[config.mk]
export PLATFORM = sky130hd
export DESIGN_NAME = hazard_stall_ctrl
export DESIGN_NICKNAME = d
export VERILOG_FILES = /design/src/rtl/hazard_stall_ctrl.sv
export SDC_FILE = /design/constraint.sdc
export NUM_CORES = 1
export LEC_CHECK = 0
export ABC_AREA = 1
export CORE_MARGIN = 4
export CORE_UTILIZATION = 45
export DETAILED_ROUTE_END_ITERATION = 16
export PLACE_DENSITY = 0.88
export SYNTH_ARGS = -nofsm -noshare
export SYNTH_HDL_FRONTEND = slang
export SYNTH_SLANG_ARGS = --single-unit
[constraint.sdc]
create_clock -name clock -period 3.85 [get_ports clock]
set_input_delay 0.5775 -clock clock [delete_from_list [all_inputs] [get_ports clock]]
set_output_delay 0.5775 -clock clock [all_outputs]
set_load 0.05 [all_outputs]
[src/rtl/hazard_stall_ctrl.sv]
// Hazard and stall controller for the five-stage pipeline.
// Detects load-use and multiply/divide hazards and reacts to taken branches.
// From these it drives the PC/FD hold, DX hold, DX bubble and FD flush controls.
// It also keeps a sticky multdiv timeout flag and a saturating stall-cycle counter.
module hazard_stall_ctrl #(
   parameter int unsigned MD_TIMEOUT = 63
) (
   input  logic        clock,
   input  logic        reset_n,
   input  logic [31:0] InstrFD,
   input  logic [31:0] InstrDX,
   input  logic        branch_taken,
   input  logic        md_ready,
   output logic        stall_F,
   output logic        stall_X,
   output logic        bubble_DX,
   output logic        flush_FD,
   output logic        md_busy,
   output logic        md_timeout,
   output logic [15:0] stall_count
);

   // Opcode and ALU-op encodings used by the hazard checks
   localparam logic [4:0] OP_RTYPE = 5'b00000;
   localparam logic [4:0] OP_LW    = 5'b01000;
   localparam logic [4:0] OP_SW    = 5'b00111;
   localparam logic [4:0] OP_BNE   = 5'b00010;
   localparam logic [4:0] OP_BLT   = 5'b00110;
   localparam logic [4:0] OP_JR    = 5'b00100;
   localparam logic [4:0] ALU_MUL  = 5'b00110;
   localparam logic [4:0] ALU_DIV  = 5'b00111;

   // The last MD_WAIT cycle is the one whose counter value is MD_TIMEOUT-1.
   // The counter therefore reaches MD_TIMEOUT on the exit edge, giving MD_TIMEOUT wait cycles.
   localparam logic [5:0] WAIT_LAST = 6'(MD_TIMEOUT - 1);

   typedef enum logic [1:0] {
      RUN,
      LU_STALL,
      MD_WAIT,
      FLUSH
   } stateT;

   stateT      state;
   logic [5:0] waitCnt;

   // Field decode of the latched FD and DX instructions
   logic [4:0] fdOp, fdRd, fdRs, fdRt;
   logic [4:0] dxOp, dxRd, dxAlu;

   assign fdOp  = InstrFD[31:27];
   assign fdRd  = InstrFD[26:22];
   assign fdRs  = InstrFD[21:17];
   assign fdRt  = InstrFD[16:12];
   assign dxOp  = InstrDX[31:27];
   assign dxRd  = InstrDX[26:22];
   assign dxAlu = InstrDX[6:2];

   logic fdIsRType;
   logic fdReadsRd;
   logic dxIsLoad;
   logic luHit;
   logic mdStart;
   logic timeoutHit;

   // Classify the decode instruction and detect the two hazard kinds
   always_comb begin
      fdIsRType = (fdOp == OP_RTYPE);
      // sw, bne, blt and jr read their rd field as a source operand
      fdReadsRd = (fdOp == OP_SW) || (fdOp == OP_BNE) ||
                  (fdOp == OP_BLT) || (fdOp == OP_JR);
      dxIsLoad  = (dxOp == OP_LW) && (dxRd != '0);
      luHit     = dxIsLoad &&
                  ((dxRd == fdRs) ||
                   (fdIsRType && (dxRd == fdRt)) ||
                   (fdReadsRd && (dxRd == fdRd)));
      mdStart   = (dxOp == OP_RTYPE) &&
                  ((dxAlu == ALU_MUL) || (dxAlu == ALU_DIV));
      timeoutHit = (waitCnt == WAIT_LAST);
   end

   logic stallXRaw;

   // Pipeline control outputs from current state and hazards; all held low in reset
   always_comb begin
      stall_F   = 1'b0;
      stallXRaw = 1'b0;
      bubble_DX = 1'b0;
      flush_FD  = 1'b0;
      if (reset_n) begin
         unique case (state)
            RUN: begin
               if (branch_taken) begin
                  flush_FD  = 1'b1;
                  bubble_DX = 1'b1;
               end else if (mdStart) begin
                  stall_F   = 1'b1;
                  stallXRaw = 1'b1;
               end else if (luHit) begin
                  stall_F   = 1'b1;
                  bubble_DX = 1'b1;
               end
            end
            MD_WAIT: begin
               if (!md_ready) begin
                  stall_F   = 1'b1;
                  stallXRaw = 1'b1;
               end
            end
            FLUSH: begin
               flush_FD  = 1'b1;
               bubble_DX = 1'b1;
            end
            default: begin
            end
         endcase
      end
      // A bubble into DX always wins over holding DX
      stall_X = stallXRaw & ~bubble_DX;
   end

   assign md_busy = (state == MD_WAIT);

   // Hazard FSM with multdiv wait counter and sticky timeout flag
   always_ff @(posedge clock or negedge reset_n) begin
      if (!reset_n) begin
         state      <= RUN;
         waitCnt    <= '0;
         md_timeout <= 1'b0;
      end else begin
         unique case (state)
            RUN: begin
               if (branch_taken) begin
                  state <= FLUSH;
               end else if (mdStart) begin
                  state   <= MD_WAIT;
                  waitCnt <= '0;
               end else if (luHit) begin
                  state <= LU_STALL;
               end
            end
            LU_STALL: begin
               state <= RUN;
            end
            MD_WAIT: begin
               // branch_taken is not looked at here: X is frozen on the multdiv op
               waitCnt <= waitCnt + 6'd1;
               if (md_ready) begin
                  state <= RUN;
               end else if (timeoutHit) begin
                  state      <= RUN;
                  md_timeout <= 1'b1;
               end
            end
            FLUSH: begin
               state <= RUN;
            end
            default: begin
               state <= RUN;
            end
         endcase
      end
   end

   // Saturating count of cycles in which fetch was held
   always_ff @(posedge clock or negedge reset_n) begin
      if (!reset_n) begin
         stall_count <= '0;
      end else if (stall_F && (stall_count != '1)) begin
         stall_count <= stall_count + 16'd1;
      end
   end

endmodule

After elaboration in Yosys (flattened, before gate mapping)
Index checks and enable logic that the tools add are counted.
Storage, ports and cells
  bits in registers: 25
  latch bits: 0
  memory bits (writable): 0
  memory bits (read-only): 0
  memories: 0
Cells by class
  add/sub/neg operators: 2
  multiply operators: 0
  divide/modulo/power cells: 0
  magnitude comparators: 0
  eq/ne operators: 19
  shift-type cells: 0
  muxes and demuxes: 26
  bitwise gates (word level): 3
  reduce and logical (&&, ||, !) cells: 21
Operators by type and width (count)
  5-bit by 3-bit equality test with 1-bit output (second input constant): 5
  16-bit by 1-bit adder with 16-bit output (second input constant): 1
  16-bit != test (second input constant): 1
  5-bit equality test: 3
  1-bit two-way mux: 13
  6-bit two-way mux: 2
  6-bit one-hot mux with 2 select lines: 1
  5-bit logical NOT: 2
  2-bit two-way mux: 5
  1-bit one-hot mux with 2 select lines: 4
  6-bit by 1-bit adder with 6-bit output (second input constant): 1
  6-bit equality test (second input constant): 1
  1-bit logical AND: 6
  1-bit logical OR: 6
  2-bit one-hot mux with 3 select lines: 1
  3-bit AND reduction: 2
  5-bit by 2-bit equality test with 1-bit output (second input constant): 1
  5-bit by 4-bit equality test with 1-bit output (second input constant): 1
  5-bit nonzero test: 1
  2-bit equality test (second input constant): 2
  2-bit != test (second input constant): 2
  4-bit != test (second input constant): 1
  3-bit by 2-bit != test with 1-bit output (second input constant): 1
  2-bit by 1-bit equality test with 1-bit output (second input constant): 1
  other kinds (6): 7

Longest topological paths before layout
  depth in word-level cells: 14
  depth in mapped cells: 14
  gate-level depth less buffers: 13

Least setup slack after synthesis
OpenSTA, ideal clock, no wires.
  path kind: register -> output
  start point: register state[0]
  end point: output port stall_X
  arrival time: 2.254 ns
  setup slack: 1.018 ns
  cell stages (with the launch flop): 9
  path buffers: 0
  cells stage by stage: dfrtp_1 inv_1 ha_1 inv_1 nor2_1 inv_1 nand2_1 nand2_1 a21oi_1
Between the ends
  elaborated cells on any way between the ends: 9
  classes of those cells: eq/ne (2); mux (4); bitwise (2); reduce/logical (1)
RTL lines
  start: declaration: RTL line 44  | stateT state;
  start signal: assignment: RTL line 127  | state <= RUN;
  start signal: assignment: RTL line 134  | state <= FLUSH;
  start signal: assignment: RTL line 136  | state <= MD_WAIT;
  2-bit equality test
  named net md_busy: RTL line 18  | output logic md_busy,
  1-bit one-hot mux with 2 select lines: RTL line 91  | unique case (state)
  1-bit two-way mux: RTL line 90  | if (reset_n) begin
  1-bit AND: RTL line 119  | stall_X = stallXRaw & ~bubble_DX;
  end: declaration: RTL line 15  | output logic stall_X,
The timed path passes the listed nets, and every way through them passes these cells.

Worst setup path after layout
  start point: input port InstrDX[22]
  end point: output port stall_F
Between the ends
  cells in the longest elaborated chain, start to end: 10
  elaborated cells on any way between the ends: 15
  classes of those cells: eq/ne (3); mux (5); reduce/logical (7)
Ends and longest elaborated chain
  start: declaration: RTL line 11  | input logic [31:0] InstrDX,
  5-bit equality test: RTL line 75  | (fdIsRType && (dxRd == fdRt)) ||
  1-bit logical AND: RTL line 75
  1-bit logical OR: RTL line 74  | ((dxRd == fdRs) ||
  1-bit logical OR: RTL line 75
  1-bit logical AND (*): RTL line 73  | luHit = dxIsLoad &&
  1-bit two-way mux (*): RTL line 99  | end else if (luHit) begin
  1-bit two-way mux (*): RTL line 96  | end else if (mdStart) begin
  1-bit two-way mux (*): RTL line 93  | if (branch_taken) begin
  1-bit one-hot mux with 2 select lines (*): RTL line 91
  1-bit two-way mux (*): RTL line 90
  end: declaration: RTL line 14  | output logic stall_F,
Mark *: on every way between the ends. The rest lies on a longest branch, timed or not.

==> flow_summary.toml <==
[timing]
finalHoldViolCount = 0
period_share_pct = 76.9
slew_headroom_pct = 62.1
holdWs_ps = 489
setup_tns_ps = 0
slew_viol_final = 0
rsz0062_at_grt = "no"
fmax_ghz = 0.338
setup_viol = 0
period_minus_slack_ps = 2960
tightest_slew_ps = 567
skew_ps = 4.57

[clock_tree]
cts_buffer_depth = 2
cts_num_sinks = 25
path_clk_slew_ps = 90
cts_tree = "yes"
post_cts_resized = 0
cts_setup_buffers = 0
h-tree-depth = 1
insertion_delay_ps = 270
cts_root_buf = "clkbuf_8"
numCtsBuffers = 3
cts_hold_buf = 0

[critical_path]
crit_path_start_kind = "primary input"
critPathMaxFanout = 19
worstRegToRegCells = 9
arrival_ps = 2380
end_kind = "output pin"
worstPathRequired_ps = 3270
criticalPathCategory = "in2out"

[global_routing]
grt_pass1_vias = 1805
grt_max_degree = 20
overflow = 0
use_met3_pct = 2.87
grt_pass1_wl_mm = 7.71
grt_util_met1_pct = 23.0
grt_use_total_pct = 17.8
antenna_found_initial = 0
gr-usage-met2_pct = 31.7
grt.busiest_layer = "met2"

[route]
vias_per_cell = 4.88
drcViolationCount = 0
wirelength_mm = 4.58
first_pass_iters = 4
ant_nets = 0
via_count = 1958
wl_per_cell_microns = 11.4
drt_iter0_markers = 132

[placement]
port-buffer-count = 59
place_congestion = 0.789
dpl.hpwl_mm = 3.70
dp.cells = 397
placed_area_sq_mm = 0.00257

[floorplan]
rows = 23
die_h_microns = 73.4
die_w_microns = 73.4
dieArea_sq_mm = 0.00539
ioPinCount = 90
start_util_pct = 47.5
coreArea_sq_mm = 0.00406

[min_path]
hp-class = "reg2reg"
hold_depth = 1

[synth]
async_flop_share_pct = 100
syn_inst = 289
netlist_area_sq_mm = 0.00193
synth_top_flop_cell = "dfrtp_1"
ys_ff_latch = 25
synth_edf_count = 0
postSynthAreaPerCell_sq_um = 6.67
synth_cell_types = 27
yosys_warnings = 0
syn-num-nets = 363
yosysSeqAreaShare_pct = 32.5

[final_layout]
fillers = 351
design_area_sq_mm = 0.00262
layout-drive-gt1-share_pct = 6.27
seq_area_sq_um = 626
multiInputGateArea_sq_mm = 0.00110
final-instance-count-excl-fill = 401
final_nets = 426
area_delta_synth_final_pct = 35.9
diodes = 0

[run_status]
outcome = "finished clean"

[flow_run]
drv_cap = 0

[power_and_ir_drop]
p_switching_mw = 0.376
pwr-share-clk_pct = 17.7
combPwrFrac_pct = 44.3
pwr-share-seq_pct = 37.9
swShare_pct = 41.8
p_per_area_mw_per_mm2 = 343
ir_worst_vdd_mv = 0.230
p_leak_nw = 1.33
internal_power_mw = 0.523
[logic make-up after synthesis]
| family | after synthesis | synth area share (%) |
|---|---|---|
| AO/OA/AOI/OAI | 13 | 4.22 |
| XOR/XNOR | 22 | 10.0 |
| adder cells (fa/ha/maj) | 6 | 3.90 |
| buffers and inverters | 49 | 10.4 |
| flip-flops | 25 | 32.5 |
| AND/OR/NAND/NOR | 174 | 39.0 |
[worst max-delay path, stage by stage]
cell             delay, ps
clkdlybuf4s50_1        590
xnor2_1                160
nand2_1                 60
nor2_1                 100
nand2_1                 70
nand3_2                 70
nand2_2                 80
o21ai_4                470
buf_12                 210
[cell usage after synthesis (2+ instances only)]
cell / number / share of area [%]
a21oi_1: 5 / 1.3
inv_1: 40 / 7.8
nor4_1: 2 / 0.65
xnor2_1: 10 / 4.5
o21ai_0: 5 / 1.3
dfrtp_1: 25 / 32
inv_2: 5 / 0.97
nand4_1: 3 / 0.97
xor2_1: 12 / 5.5
nand2_1: 103 / 20
nor3_1: 5 / 1.3
ha_1: 6 / 3.9
nand3b_1: 2 / 0.78
nand3_1: 29 / 7.5
nor2_1: 24 / 4.7
buf_6: 2 / 1.2
[per-layer routing]
metal  vias up  wire length [microns]
met5         -                      0
met1       888                   1970
met3         6                    191
met2        45                   2380
met4         0                     41
li1       1019                      -
[power by group through the flow]
| stage | Clock (mW) | Combinational (mW) | Sequential, mW |
|---|---|---|---|
| after floorplan | 0 | 0.207 | 0.393 |
| after global placement | 0 | 0.388 | 0.343 |
| after detailed placement | 0 | 0.398 | 0.346 |
| after CTS | 0.164 | 0.400 | 0.340 |
| after global routing | 0.176 | 0.440 | 0.349 |
| final | 0.159 | 0.398 | 0.341 |
[cells in the final DEF, fill, tap and decap left out]
cell type | synthesis | layout
a21oi_1 | 5 | 5
buf_12 | 0 | 1
buf_4 | 0 | 5
clkbuf_8 | 0 | 3
clkdlybuf4s50_1 | 0 | 55
clkinv_1 | 1 | 1
clkinvlp_4 | 0 | 1
dfrtp_1 | 25 | 25
ha_1 | 6 | 6
inv_1 | 40 | 40
inv_2 | 5 | 5
nand2_1 | 103 | 103
nand2_2 | 1 | 1
nand2_4 | 1 | 1
nand3_1 | 29 | 29
nand3_2 | 1 | 1
nand3b_1 | 2 | 2
nand4_1 | 3 | 3
nand4_2 | 1 | 1
nor2_1 | 24 | 24
nor2_2 | 1 | 1
nor3_1 | 5 | 5
nor4_1 | 2 | 2
nor4_2 | 1 | 1
o21ai_0 | 5 | 5
o21ai_4 | 1 | 1
o21bai_1 | 1 | 1
o31ai_1 | 1 | 1
xnor2_1 | 10 | 10
xor2_1 | 12 | 12
[final timing paths]
kind,from,end,slack (ps)
max in group asynchronous,reset_n,stall_count[9],3030
min,md_timeout,md_timeout,490
max,InstrDX[22],stall_F,890
max reg2reg,stall_count[0],stall_count[6],1680
min in group asynchronous,reset_n,stall_count[8],650
min reg2reg,md_timeout,md_timeout,490
[metrics by stage]
stage | setup WS, ps | total power [mW] | util (%)
6_report | 890 | 0.899 | 64.5
5_1_grt | 726 | 0.964 | 64.5
4_1_cts | 880 | 0.904 | 64.5
3_5_place_dp | 883 | 0.744 | 63.3
3_3_place_gp | 901 | 0.731 | 63.3
2_1_floorplan | 1020 | 0.600 | -
[registers in the layout, indices dropped and copies added, names as in the netlist]
signal / flops
md_timeout: 1
stall_count: 16
state: 2
waitCnt: 6
[final cells by class]
type | instances | area share (%)
clock inverter | 1 | 0.287
clock buffer | 3 | 1.58
multi-input combinational | 215 | 42.0
sequential | 25 | 23.9
tap | 50 | 2.39
timing repair buffer | 61 | 23.2
inverter | 46 | 6.59
Note: power is estimated with default switching activity, not from simulation.
